$ cat src/rtl/tactile_pkg.sv
`default_nettype none
// ============================================================================
// Module  : tactile_pkg
// Brief   : Shared scan-state encoding and grid/ADC defaults for the tactile
//           scan sequencer and the mux selector.
// Rev     : 1.0
// ============================================================================
package tactile_pkg;

    localparam int C_SW_WIRE_CNT_DEF = 16;
    localparam int C_RD_WIRE_CNT_DEF = 16;
    localparam int C_ADC_W_DEF       = 12;

    typedef enum logic [2:0] {
        IDLE   = 3'd0,
        SETTLE = 3'd1,
        CONV   = 3'd2,
        WAIT   = 3'd3,
        EMIT   = 3'd4
    } scan_state_t;

endpackage : tactile_pkg
`default_nettype wire

$ cat src/rtl/tactile_scan_sequencer_index.sv
`default_nettype none
// ============================================================================
// Module  : scan_index_counter
// Brief   : Nested read/switch wire index counter with frame-end flags.
// Rev     : 1.0
// ============================================================================
module scan_index_counter
    import tactile_pkg::*;
#(
    parameter int   SW_WIRE_CNT = C_SW_WIRE_CNT_DEF,
    parameter int   RD_WIRE_CNT = C_RD_WIRE_CNT_DEF,
    localparam int  SW_W        = $clog2(SW_WIRE_CNT),
    localparam int  RD_W        = $clog2(RD_WIRE_CNT)
) (
    input  logic            clk_in,
    input  logic            rst,
    input  logic            advance_i,
    input  logic            clear_i,
    output logic [SW_W-1:0] sw_idx_o,
    output logic [RD_W-1:0] rd_idx_o,
    output logic            rd_last_o,
    output logic            frame_last_o
);

    localparam logic [SW_W-1:0] C_SW_LAST = SW_W'(SW_WIRE_CNT - 1);
    localparam logic [RD_W-1:0] C_RD_LAST = RD_W'(RD_WIRE_CNT - 1);

    logic [SW_W-1:0] sw_idx_q, sw_idx_d;
    logic [RD_W-1:0] rd_idx_q, rd_idx_d;

    // Explicit compare-and-wrap so non-power-of-two counts never rely on overflow.
    always_comb begin
        sw_idx_d = sw_idx_q;
        rd_idx_d = rd_idx_q;
        if (clear_i) begin
            sw_idx_d = '0;
            rd_idx_d = '0;
        end else if (advance_i) begin
            if (rd_idx_q == C_RD_LAST) begin
                rd_idx_d = '0;
                sw_idx_d = (sw_idx_q == C_SW_LAST) ? '0 : sw_idx_q + 1'b1;
            end else begin
                rd_idx_d = rd_idx_q + 1'b1;
            end
        end
    end

    always_ff @(posedge clk_in or posedge rst) begin
        if (rst) begin
            sw_idx_q <= '0;
            rd_idx_q <= '0;
        end else begin
            sw_idx_q <= sw_idx_d;
            rd_idx_q <= rd_idx_d;
        end
    end

    assign sw_idx_o     = sw_idx_q;
    assign rd_idx_o     = rd_idx_q;
    assign rd_last_o    = (rd_idx_q == C_RD_LAST);
    assign frame_last_o = (rd_idx_q == C_RD_LAST) && (sw_idx_q == C_SW_LAST);

endmodule : scan_index_counter
`default_nettype wire

$ cat src/rtl/tactile_scan_sequencer.sv
`default_nettype none
// ============================================================================
// Module  : tactile_scan_sequencer
// Brief   : Grid scan timing master: settle, ADC handshake, tagged samples and
//           mux selector step pulses.
// Rev     : 1.0
// ============================================================================
module tactile_scan_sequencer
    import tactile_pkg::*;
#(
    parameter int   SW_WIRE_CNT   = C_SW_WIRE_CNT_DEF,
    parameter int   RD_WIRE_CNT   = C_RD_WIRE_CNT_DEF,
    parameter int   SETTLE_CYCLES = 100,
    parameter int   ADC_W         = C_ADC_W_DEF,
    localparam int  SW_W          = $clog2(SW_WIRE_CNT),
    localparam int  RD_W          = $clog2(RD_WIRE_CNT)
) (
    input  logic             clk_in,
    input  logic             rst,
    input  logic             start,
    input  logic             continuous,
    input  logic             adc_done,
    input  logic [ADC_W-1:0] adc_data,
    output logic             adc_start,
    output logic             pulse_sw,
    output logic             pulse_rd,
    output logic             sample_valid,
    output logic [ADC_W-1:0] sample_data,
    output logic [SW_W-1:0]  sample_sw,
    output logic [RD_W-1:0]  sample_rd,
    output logic             busy,
    output logic             frame_done
);

    localparam int              C_CNT_W       = $clog2(SETTLE_CYCLES + 1);
    localparam logic [C_CNT_W-1:0] C_SETTLE_LOAD = C_CNT_W'(SETTLE_CYCLES - 1);

    scan_state_t         state_q;
    logic [C_CNT_W-1:0]  settle_q;
    logic                adc_start_q;
    logic                pulse_sw_q;
    logic                pulse_rd_q;
    logic                sample_valid_q;
    logic [ADC_W-1:0]    sample_data_q;
    logic [SW_W-1:0]     sample_sw_q;
    logic [RD_W-1:0]     sample_rd_q;
    logic                busy_q;
    logic                frame_done_q;

    logic [SW_W-1:0]     sw_idx;
    logic [RD_W-1:0]     rd_idx;
    logic                rd_last;
    logic                frame_last;

    scan_index_counter #(
        .SW_WIRE_CNT (SW_WIRE_CNT),
        .RD_WIRE_CNT (RD_WIRE_CNT)
    ) u_index (
        .clk_in       (clk_in),
        .rst          (rst),
        .advance_i    (state_q == EMIT),
        .clear_i      ((state_q == IDLE) && start),
        .sw_idx_o     (sw_idx),
        .rd_idx_o     (rd_idx),
        .rd_last_o    (rd_last),
        .frame_last_o (frame_last)
    );

    // Strobes are set on the edge that enters their state so they line up with it.
    always_ff @(posedge clk_in or posedge rst) begin
        if (rst) begin
            state_q        <= IDLE;
            settle_q       <= '0;
            adc_start_q    <= 1'b0;
            pulse_sw_q     <= 1'b0;
            pulse_rd_q     <= 1'b0;
            sample_valid_q <= 1'b0;
            sample_data_q  <= '0;
            sample_sw_q    <= '0;
            sample_rd_q    <= '0;
            busy_q         <= 1'b0;
            frame_done_q   <= 1'b0;
        end else begin
            adc_start_q    <= 1'b0;
            pulse_sw_q     <= 1'b0;
            pulse_rd_q     <= 1'b0;
            sample_valid_q <= 1'b0;
            frame_done_q   <= 1'b0;
            case (state_q)
                IDLE: begin
                    if (start) begin
                        state_q  <= SETTLE;
                        settle_q <= C_SETTLE_LOAD;
                        busy_q   <= 1'b1;
                    end
                end
                SETTLE: begin
                    if (settle_q == '0) begin
                        state_q     <= CONV;
                        adc_start_q <= 1'b1;
                    end else begin
                        settle_q <= settle_q - 1'b1;
                    end
                end
                CONV: begin
                    state_q <= WAIT;
                end
                WAIT: begin
                    if (adc_done) begin
                        state_q        <= EMIT;
                        sample_valid_q <= 1'b1;
                        sample_data_q  <= adc_data;
                        sample_sw_q    <= sw_idx;
                        sample_rd_q    <= rd_idx;
                        pulse_rd_q     <= 1'b1;
                        pulse_sw_q     <= rd_last;
                        frame_done_q   <= frame_last;
                    end
                end
                EMIT: begin
                    if (frame_last && !continuous) begin
                        state_q <= IDLE;
                        busy_q  <= 1'b0;
                    end else begin
                        state_q  <= SETTLE;
                        settle_q <= C_SETTLE_LOAD;
                    end
                end
                default: begin
                    state_q <= IDLE;
                    busy_q  <= 1'b0;
                end
            endcase
        end
    end

    assign adc_start    = adc_start_q;
    assign pulse_sw     = pulse_sw_q;
    assign pulse_rd     = pulse_rd_q;
    assign sample_valid = sample_valid_q;
    assign sample_data  = sample_data_q;
    assign sample_sw    = sample_sw_q;
    assign sample_rd    = sample_rd_q;
    assign busy         = busy_q;
    assign frame_done   = frame_done_q;

endmodule : tactile_scan_sequencer
`default_nettype wire

$ cat config.mk
export PLATFORM = sky130hd
export DESIGN_NAME = tactile_scan_sequencer
export DESIGN_NICKNAME = d
export VERILOG_FILES = /design/src/rtl/tactile_pkg.sv /design/src/rtl/tactile_scan_sequencer_index.sv /design/src/rtl/tactile_scan_sequencer.sv
export SDC_FILE = /design/constraint.sdc
export NUM_CORES = 1
export LEC_CHECK = 0
export ABC_AREA = 1
export ABC_CLOCK_PERIOD_IN_PS = 1900
export CORE_MARGIN = 3
export CORE_UTILIZATION = 50
export CTS_CLUSTER_SIZE = 25
export DETAILED_ROUTE_END_ITERATION = 8
export HOLD_SLACK_MARGIN = 0.05
export MAX_ROUTING_LAYER = met4
export PLACE_DENSITY = 0.89
export RECOVER_POWER = 25
export SETUP_SLACK_MARGIN = 0.5
export SLEW_MARGIN = 20
export SYNTH_ARGS = -nofsm -noshare
export SYNTH_HDL_FRONTEND = slang
export SYNTH_SLANG_ARGS = --single-unit
$ cat constraint.sdc
create_clock -name clk_in -period 1.9 [get_ports clk_in]
set_input_delay 0.285 -clock clk_in [delete_from_list [all_inputs] [get_ports clk_in]]
set_output_delay 0.285 -clock clk_in [all_outputs]
set_load 0.01 [all_outputs]
==> metrics.log, run 1 <==
INFO  metric outcome = completed
INFO  metric ioPinCount = 43
INFO  metric via_count = 1923
INFO  metric h-tree-depth = 2
INFO  metric antenna_cells_inserted = 0
INFO  metric synth_cell_types = 25
INFO  metric design.final.nets = 334
INFO  metric antenna_found_initial = 0
INFO  metric timing_hold_violations_final = 0
INFO  metric io_buffers = 42
INFO  metric n_fill_cell = 255
INFO  metric routed_via_density = 5.33
INFO  metric pwr_density = 1480 mW/mm²
INFO  metric syn_to_final_growth = 38.5%
INFO  metric end_kind = asynchronous set/reset pin
INFO  metric finalClockSkew = 0.00666 ns
INFO  metric setup-tns-final = 0 ns
INFO  metric worstSetupStartpointType = primary input
INFO  metric finalSetupViolCount = 0
INFO  metric gp_congestion = 0.866
INFO  metric track_usage = 0.213
INFO  metric layout_cells_sized_above_1 = 0.240
INFO  metric postCtsHoldBufs = 0
INFO  metric grt_remaining_overflow = 0
INFO  metric synth-seq-cells = 43
INFO  metric number_of_global_route_vias_before_repair = 1867
INFO  metric crit_path_max_fanout = 28
INFO  metric total_cts_buffers = 5
INFO  metric worst-setup-path-type = in -> async
INFO  metric synth_warnings = 0
INFO  metric post_drt_wl_per_cell = 15.4 µm
INFO  metric fmax = 709 MHz
INFO  metric die_w = 70.2 µm
INFO  metric worstHoldPathType = in -> async
INFO  metric cap_viol_max_count = 0
INFO  metric critPathArrivalTime = 1.78 ns
INFO  metric ir_worst_vdd = 0.972 mV
INFO  metric cts_max_path_buffers = 2
INFO  metric cts.sinks = 43
INFO  metric placeableCoreArea = 0.00383 mm²
INFO  metric grt_start_max_net_pins = 29
INFO  metric required_worst_endpoint = 2.27 ns
INFO  metric post-route-util = 0.745
INFO  metric clock_latency = 0.30 ns
INFO  metric first_iter_violations = 154
INFO  metric wl = 5550 µm
INFO  metric max_slew.worst_pin.slew = 0.678 ns
INFO  metric post_synth_instance_area = 0.00206 mm²
INFO  metric fp-row-count = 22
INFO  metric die_area = 0.00493 mm²
INFO  metric rrSetupSlack = 0.50 ns
INFO  metric leakage_power = 1.51 nW
INFO  metric syn-mean-instance-area = 8.37 µm²
INFO  metric min_period_over_period = 0.742
INFO  metric share_of_the_synthesized_area_in_the_top_cell_type = 0.522
INFO  metric syn-instance-count = 246
INFO  metric synth_seq_area_share = 0.522
INFO  metric layout_min_cycle_time = 1.41 ns
INFO  metric setup.worst_path.start = rst
INFO  metric route.detailed.drc = 0
INFO  metric rsz0062_at_grt = false
INFO  metric grt_first_pass_wirelength = 8180 µm
INFO  metric timing.slew.headroom = 0.548
INFO  metric worst_r2r_startpoint = u_index.sw_idx_o[0]$_DFFE_PP0P_
INFO  metric buffer_cell_driving_the_clock_tree_root = clkbuf_8
INFO  metric cts_tree = built
INFO  metric synth_nets = 267
INFO  metric post_synth_main_area_contributors = dfrtp_1, nand2_1, nand3_1
INFO  metric chipHeight = 70.2 µm
INFO  metric antenna_violation_net_count_after_detailed_routing = 0
INFO  metric dp.final_hpwl = 3220 µm
INFO  metric start_util = 0.538
INFO  metric synth_largest_area_cell = dfrtp_1
INFO  metric number_of_iterations_in_the_first_detailed_routing_pass = 5
INFO  metric clk_pin_slew = 0.08 ns
INFO  metric slew_viol_final = 0
[power by group]
group	switching, mW	internal, mW
clock network	0.307	0.251
logic	1.22	0.899
registers	0.290	1.25
total	1.82	2.40
[worst max-delay path, stage by stage]
cell	delay, ns
dlygate4sd3_1	0.54
clkinv_1	0.32
clkbuf_2	0.63
[worst paths after layout]
path / to / cells after the start
worst max-delay path: sample_data[4]$_DFFE_PP0P_ / 3
worst min-delay path: busy$_DFFE_PP0P_ / 2
worst max register to register: settle_q[6]$_DFFE_PP0P_ / 8
worst min register to register: sample_data[4]$_DFFE_PP0P_ / 2
max in group clk_in: settle_q[6]$_DFFE_PP0P_ / 8
min in group clk_in: sample_data[4]$_DFFE_PP0P_ / 2
[routing by layer]
layer	track usage	vias up	share of wire
met5	-	-	0
met4	0.0915	0	0.020
met3	0.0374	12	0.065
met2	0.352	82	0.51
met1	0.256	913	0.41
li1	-	916	-
[per-stage QoR]
stage | setup slack [ns] | hold WS, ns | instances | cell area (µm²) | power, mW
final | 0.490 | 0.416 | 361 | 2850 | 4.22
after global routing | 0.274 | 0.441 | 361 | 2850 | 4.50
after CTS | 0.496 | 0.310 | 348 | 2660 | 3.78
after detailed placement | 0.205 | 0.467 | 334 | 2530 | 3.26
after global placement | 0.348 | 0.460 | 334 | 2530 | 3.17
after floorplan | 0.540 | 0.395 | 246 | 2060 | 2.56
[cell type report]
class                      count  area (µm²)  area share
timing repair buffer          65         558       0.196
clock inverter                 2        13.8     0.00483
clock buffer                   5        68.8      0.0241
multi-input combinational    173         976       0.342
tap                           48        60.1      0.0211
inverter                      25        96.3      0.0338
sequential                    43        1080       0.378
[cells in the final DEF (no fill, tap or decap), drive strengths merged, types with 4 or more instances in the layout]
| cell | count |
|---|---|
| a21oi | 7 |
| buf | 22 |
| clkbuf | 6 |
| clkdlybuf4s50 | 15 |
| dfrtp | 43 |
| dlygate4sd2 | 26 |
| ha | 4 |
| inv | 24 |
| nand2 | 94 |
| nand3 | 26 |
| nand4 | 4 |
| nor2 | 18 |
| o21ai | 11 |
[cells in the mapped netlist]
cell       n
dfrtp_1   43
o21ai_4    1
buf_4      2
nor3_2     1
nand2_1   92
ha_1       4
a32o_1     1
nor3_1     2
nor2_1    15
o21ai_2    2
nor2_4     2
inv_2      4
xnor2_1    1
nand3b_1   2
buf_6      3
a21oi_1    7
and2_1     1
nand4_1    4
inv_1     21
xor2_1     1
nand3_2    3
nand3_1   23
nor2_2     1
o21ai_0    8
nand2_2    2
[cells by family (layout without fill, tap and decap cells)]
kind of cell / after synthesis / after routing / share of synthesized area
compound gates: 19 / 19 / 0.0577
flops: 43 / 43 / 0.522
buf+inv: 30 / 97 / 0.0693
simple gates: 148 / 148 / 0.318
xor+xnor: 2 / 2 / 0.00851
fa+ha+maj: 4 / 4 / 0.0243
[sequential cells by signal, indices dropped and copies added (netlist names)]
register,cells
sample_data,12
settle_q,7
sample_rd,4
sample_sw,4
u_index.rd_idx_o,4
u_index.sw_idx_o,4
state_q,3
adc_start,1
busy,1
frame_done,1
pulse_sw,1
sample_valid,1
[timing repair]
item                       4_1_cts  5_1_grt
setup buffers                    7       13
setup endpoints to repair       39       35
pin swaps                        3       11
resized for setup               36       31
Note: power is estimated with default switching activity, not from simulation.
==> inputs of run 2 (changes only) <==
- ABC_CLOCK_PERIOD_IN_PS: 1900 -> 1200
- CORE_UTILIZATION: 50 -> 46
- PLACE_DENSITY: 0.89 -> 0.87
- clock period: 1.9 -> 1.2 ns (I/O delays scaled with it)
==> run 2 against run 1 <==
  * Sequential power up 55%
  * Setup slack worse by 0.72 ns
  * Critical path type is now in -> reg
  * Wire length up 21%
  * The flow now finishes with violations (negative setup slack)
  * Global-route usage up 4.9 points
  * Register-to-register slack worse by 0.73 ns
  * Via count up 11%
  * Combinational power up 120%
  * Non-clock buffer count up 44
==> metrics.log, run 2 (synthesis results as in run 1) <==
INFO  metric dp.final_hpwl = 3640 µm
INFO  metric cts.sinks = 43
INFO  metric post-route-util = 0.791
INFO  metric min_period_over_period = 1.19
INFO  metric io_buffers = 42
INFO  metric die_area = 0.00532 mm²
INFO  metric number_of_global_route_vias_before_repair = 2187
INFO  metric route.detailed.drc = 0
INFO  metric cts_tree = built
INFO  metric critical_path_cell_by_cell = clkdlybuf4s50_1 > nand3b_1 > inv_1 > nor2_4 > nand3_2 > nand2_1
INFO  metric finalClockSkew = 0.00357 ns
INFO  metric timing.reg2reg.worst_path_depth = 9
INFO  metric die_w = 72.9 µm
INFO  metric flip_flop_count_of_the_largest_register_all_copies_and_words_added = 12
INFO  metric failed_checks = negative setup slack
INFO  metric required_worst_endpoint = 1.43 ns
INFO  metric placeableCoreArea = 0.00414 mm²
INFO  metric ir_worst_vdd = 1.73 mV
INFO  metric timing.critical_path.buf_inv = 2
INFO  metric stdcell_count = 407
INFO  metric crit_path_max_fanout = 7
INFO  metric number_of_iterations_in_the_first_detailed_routing_pass = 4
INFO  metric worst-setup-path-type = in -> reg
INFO  metric cts_max_path_buffers = 2
INFO  metric max_slew.worst_pin.slew = 0.593 ns
INFO  metric timing.slew.headroom = 0.605
INFO  metric slew_viol_final = 0
INFO  metric track_usage = 0.261
INFO  metric wl = 6730 µm
INFO  metric worst_r2r_startpoint = settle_q[1]$_DFFE_PP0P_
INFO  metric h-tree-depth = 2
INFO  metric placed_cells_incl_taps = 372
INFO  metric pwr_density = 2470 mW/mm²
INFO  metric fmax = 700 MHz
INFO  metric clock_latency = 0.29 ns
INFO  metric fp-row-count = 23
INFO  metric worstHoldPathType = in -> reg
INFO  metric critPathArrivalTime = 1.66 ns
INFO  metric finalPower = 8.09 mW
INFO  metric syn_to_final_growth = 59.2%
INFO  metric worst_slack = -0.229 ns
INFO  metric layout_cells_sized_above_1 = 0.443
INFO  metric routed_via_density = 5.26
INFO  metric clk_pin_slew = 0.08 ns
INFO  metric grt_remaining_overflow = 0
INFO  metric timing_hold_violations_final = 0
INFO  metric worstSetupStartpointType = primary input
INFO  metric grt_start_max_net_pins = 44
INFO  metric layout_commonest_cell = nand2_1
INFO  metric setup-tns-final = -3.97 ns
INFO  metric postCtsHoldBufs = 0
INFO  metric via_count = 2142
INFO  metric cp_slowest_stage_delay = 0.62 ns
INFO  metric design.final.nets = 378
INFO  metric worst_hold_path.num_cells = 3
INFO  metric leakage_power = 1.70 nW
INFO  metric buffer_cell_driving_the_clock_tree_root = clkbuf_8
INFO  metric rsz0062_at_grt = true
INFO  metric top_library_cells_by_usage_in_the_layout_fill_and_taps_aside = nand2_1, buf_4, dfrtp_1
INFO  metric worstHoldStart = adc_data[5]
INFO  metric outcome = finished with violations
INFO  metric crit_path_slowest_cell = clkdlybuf4s50_1
INFO  metric antenna_cells_inserted = 0
INFO  metric cap_viol_max_count = 0
INFO  metric start_util = 0.497
INFO  metric chipHeight = 72.9 µm
INFO  metric critical-path-top-delay-family = buffers and inverters
INFO  metric post_drt_wl_per_cell = 16.5 µm
INFO  metric grt_first_pass_wirelength = 10200 µm
INFO  metric first_iter_violations = 149
INFO  metric detailedPlace.worstSlack = -0.252 ns
INFO  metric gp_congestion = 0.828
INFO  metric finalSetupViolCount = 39
INFO  metric n_fill_cell = 262
INFO  metric hold-path-endpoint = sample_data[5]$_DFFE_PP0P_
INFO  metric worst_r2r_endpoint = settle_q[3]$_DFFE_PP0P_
INFO  metric rrSetupSlack = -0.23 ns
INFO  metric antenna_found_initial = 0
INFO  metric total_cts_buffers = 5
INFO  metric ioPinCount = 43
INFO  metric antenna_violation_net_count_after_detailed_routing = 0
INFO  metric end_kind = flip-flop
INFO  metric layout_min_cycle_time = 1.43 ns
-- run 2: area by class of cell --
class | instances | area [µm²] | area share
sequential | 43 | 1080 | 0.329
inverter | 25 | 108 | 0.0328
clock inverter | 1 | 30.0 | 0.00916
timing repair buffer | 109 | 823 | 0.251
clock buffer | 6 | 72.6 | 0.0221
multi-input combinational | 173 | 1100 | 0.336
tap | 50 | 62.6 | 0.0191
-- run 2: timing repair --
action,4_1_cts,5_1_grt
resized for setup,143,20
endpoints found under the hold margin,0,0
endpoints found under the setup margin,69,69
pin swaps,17,12
buffers inserted,17,11
-- run 2: worst min-delay path: stages --
cell and delay [ns]:
clkdlybuf4s50_1 0.39, nand2_1 0.06, nand2_1 0.04
-- run 2: how the worst max path moves through the flow --
stage | cells after the start | slack [ns] | from | endpoint
2_1_floorplan | 9 | -0.1 | settle_q[0]$_DFFE_PP0P_ | settle_q[5]$_DFFE_PP0P_
4_1_cts | 9 | -0.09 | settle_q[1]$_DFFE_PP0P_ | settle_q[4]$_DFFE_PP0P_
3_5_place_dp | 7 | -0.25 | start | settle_q[2]$_DFFE_PP0P_
5_1_grt | 6 | -0.28 | start | settle_q[3]$_DFFE_PP0P_
6_report | 6 | -0.23 | start | settle_q[3]$_DFFE_PP0P_
3_3_place_gp | 7 | -0.21 | start | settle_q[6]$_DFFE_PP0P_
-- run 2: through the flow --
| step | hold slack (ns) | instance area (µm²) |
|---|---|---|
| floorplan | 0.178 | 2110 |
| global placement | 0.458 | 2860 |
| detailed placement | 0.466 | 2860 |
| CTS | 0.301 | 3140 |
| global route | 0.419 | 3280 |
| finish | 0.410 | 3280 |
-- run 2: power by group --
group          internal [mW]  switching, mW  leakage (nW)
sequential              1.99          0.401         0.554
clock                  0.610          0.487        0.0513
combinational           2.15           2.46          1.10
-- run 2: layer usage --
layer	wire length [µm]	track usage	vias up
li1	-	-	999
met1	2480	0.290	1020
met2	3650	0.462	96
met3	385	0.0606	27
met4	217	0.0820	0
met5	0	-	-
==> inputs of run 3 (changes only) <==
- CTS_CLUSTER_SIZE: 25 -> 24
- MAX_ROUTING_LAYER: met4 -> not set
==> run 3 against run 2 <==
  * The run still ends with negative setup slack left
  * Utilization unchanged
  * Sequential share of layout area unchanged
  * Critical path depth unchanged
  * Clock skew up 0.00068 ns
  * Die area unchanged
  * Sequential power about the same
  * Final cell count unchanged
  * Critical path type unchanged
  * Largest cell class unchanged
  * Largest power group unchanged
==> metrics.log, run 3 (synthesis results as in run 1) <==
INFO  metric dp.final_hpwl = 3640 µm
INFO  metric cts_max_path_buffers = 2
INFO  metric worst_slack = -0.223 ns
INFO  metric buffer_cell_driving_the_clock_tree_root = clkbuf_8
INFO  metric met3_usage = 0.0606
INFO  metric routed_via_density = 5.24
INFO  metric net-switching-power = 3.32 mW
INFO  metric wl = 6690 µm
INFO  metric p_int = 4.74 mW
INFO  metric globalRouteMet1Util = 0.290
INFO  metric cts_tree = built
INFO  metric p_seq_frac = 0.295
INFO  metric crit_path_slowest_cell = clkdlybuf4s50_1
INFO  metric placeableCoreArea = 0.00414 mm²
INFO  metric total_cts_buffers = 5
INFO  metric grt_first_pass_wirelength = 10200 µm
INFO  metric required_worst_endpoint = 1.43 ns
INFO  metric combinationalPowerShare = 0.569
INFO  metric critPathArrivalTime = 1.66 ns
INFO  metric max_slew.worst_pin.slew = 0.586 ns
INFO  metric globalRoute.busiestLayer = met2
INFO  metric power.share.clock = 0.136
INFO  metric die_area = 0.00532 mm²
INFO  metric timing.critical_path.buf_inv = 2
INFO  metric postCtsHoldBufs = 0
INFO  metric syn_to_final_growth = 59.2%
INFO  metric layout_min_cycle_time = 1.42 ns
INFO  metric end_kind = flip-flop
INFO  metric layout_cells_sized_above_1 = 0.443
INFO  metric layout.area.seq = 0.00108 mm²
INFO  metric timing.slew.headroom = 0.609
INFO  metric final_cell_area = 0.00328 mm²
INFO  metric layout_commonest_cell = nand2_1
INFO  metric failed_checks = negative setup slack
INFO  metric worstHoldPathType = in -> reg
INFO  metric antenna_found_initial = 0
INFO  metric critical-path-top-delay-family = buffers and inverters
INFO  metric number_of_global_route_vias_before_repair = 2190
INFO  metric slew_viol_final = 0
INFO  metric rsz0062_at_grt = true
INFO  metric outcome = finished with violations
INFO  metric cts.sinks = 43
INFO  metric ir_worst_vdd = 1.71 mV
INFO  metric antenna_cells_inserted = 0
INFO  metric worstSetupStartpointType = primary input
INFO  metric timing_hold_violations_final = 0
INFO  metric pwr_density = 2460 mW/mm²
INFO  metric antenna_violation_net_count_after_detailed_routing = 0
INFO  metric cap_viol_max_count = 0
INFO  metric worst-setup-path-type = in -> reg
INFO  metric finalClockSkew = 0.00425 ns
INFO  metric route.detailed.drc = 0
INFO  metric clock_latency = 0.30 ns
INFO  metric clk_pin_slew = 0.08 ns
INFO  metric fmax = 703 MHz
INFO  metric number_of_iterations_in_the_first_detailed_routing_pass = 5
INFO  metric post_drt_wl_per_cell = 16.4 µm
INFO  metric power.switching_fraction = 0.412
INFO  metric leakage_power = 1.70 nW
INFO  metric multi_input_combinational_cell_area = 0.00110 mm²
INFO  metric die_w = 72.9 µm
INFO  metric fp-row-count = 23
INFO  metric n_fill_cell = 262
INFO  metric track_usage = 0.254
INFO  metric finalSetupViolCount = 39
INFO  metric post-route-util = 0.791
INFO  metric grt_start_max_net_pins = 44
INFO  metric crit_path_max_fanout = 7
INFO  metric grt_remaining_overflow = 0
INFO  metric via_count = 2133
INFO  metric groute.layer.met2.usage = 0.462
INFO  metric ioPinCount = 43
INFO  metric postPlaceCellArea = 0.00286 mm²
INFO  metric critical_path_cell_by_cell = clkdlybuf4s50_1 > nand3b_1 > inv_1 > nor2_4 > nand3_2 > nand2_1
INFO  metric chipHeight = 72.9 µm
INFO  metric gp_congestion = 0.816
INFO  metric flip_flop_count_of_the_largest_register_all_copies_and_words_added = 12
INFO  metric cp_slowest_stage_delay = 0.62 ns
INFO  metric design.final.nets = 378
INFO  metric detailedPlace.worstSlack = -0.252 ns
INFO  metric h-tree-depth = 2
INFO  metric top_library_cells_by_usage_in_the_layout_fill_and_taps_aside = nand2_1, buf_4, dfrtp_1
INFO  metric io_buffers = 42
INFO  metric first_iter_violations = 183
INFO  metric start_util = 0.497
INFO  metric min_period_over_period = 1.19
==> run 3: worst reg2reg max path: stages, from the launching register on <==
cell and delay, ns:
dfrtp_1 0.41, ha_4 0.18, nand3_4 0.10, inv_1 0.11, nand2_1 0.08, nand2_2 0.12, nand2_4 0.12, nand3_2 0.10
nand2_1 0.06
==> run 3: final timing paths <==
| path | startpoint | endpoint | slack, ns | depth (start not counted) |
|---|---|---|---|---|
| hold reg to reg | sample_sw[3]$_DFFE_PP0P_ | sample_sw[3]$_DFFE_PP0P_ | 0.49 | 2 |
| setup reg to reg | u_index.rd_idx_o[0]$_DFFE_PP0P_ | settle_q[3]$_DFFE_PP0P_ | -0.20 | 8 |
| setup / recovery | start | settle_q[3]$_DFFE_PP0P_ | -0.22 | 6 |
| min in group asynchronous | rst | sample_sw[1]$_DFFE_PP0P_ | 0.56 | 3 |
| hold / removal | adc_data[5] | sample_data[5]$_DFFE_PP0P_ | 0.41 | 3 |
| max in group asynchronous | rst | state_q[0]$_DFFE_PP0P_ | 0.21 | 3 |
==> run 3: routing by layer <==
metal,up-vias,routed length (µm),share of wire
li1,999,-,-
met3,21,333,0.050
met2,77,3670,0.55
met4,0,206,0.031
met1,1036,2480,0.37
met5,-,0,0
==> run 3: timing repair <==
item	CTS	global route
resized for setup	143	20
pin swaps	17	12
setup endpoints to repair	69	69
setup buffers	17	11
==> run 3: power groups by stage <==
| stage | logic, mW | clock network (mW) | registers [mW] |
|---|---|---|---|
| finish | 4.58 | 1.10 | 2.38 |
| global route | 4.99 | 1.16 | 2.43 |
| CTS | 4.00 | 1.09 | 2.34 |
| detailed placement | 3.52 | 0 | 2.35 |
| global placement | 3.38 | 0 | 2.33 |
| floorplan | 1.63 | 0 | 2.51 |
==> run 3: layout make-up <==
class | count | area share
flip-flops and latches | 43 | 0.329
clock buffers | 6 | 0.0221
multi-input cells | 173 | 0.336
well taps | 50 | 0.0191
repair buffers | 109 | 0.251
inverters | 25 | 0.0328
clock inverters | 1 | 0.00916
==> run 3: per-stage QoR <==
step                      setup TNS [ns]  hold slack (ns)  instances  power, mW
after global routing               -6.64            0.416        407       8.59
after detailed placement           -5.32            0.466        372       5.87
final                              -3.81            0.409        407       8.06
after global placement             -4.04            0.458        372       5.70
after CTS                          -2.32            0.301        396       7.43
after floorplan                   -0.687            0.178        246       4.14
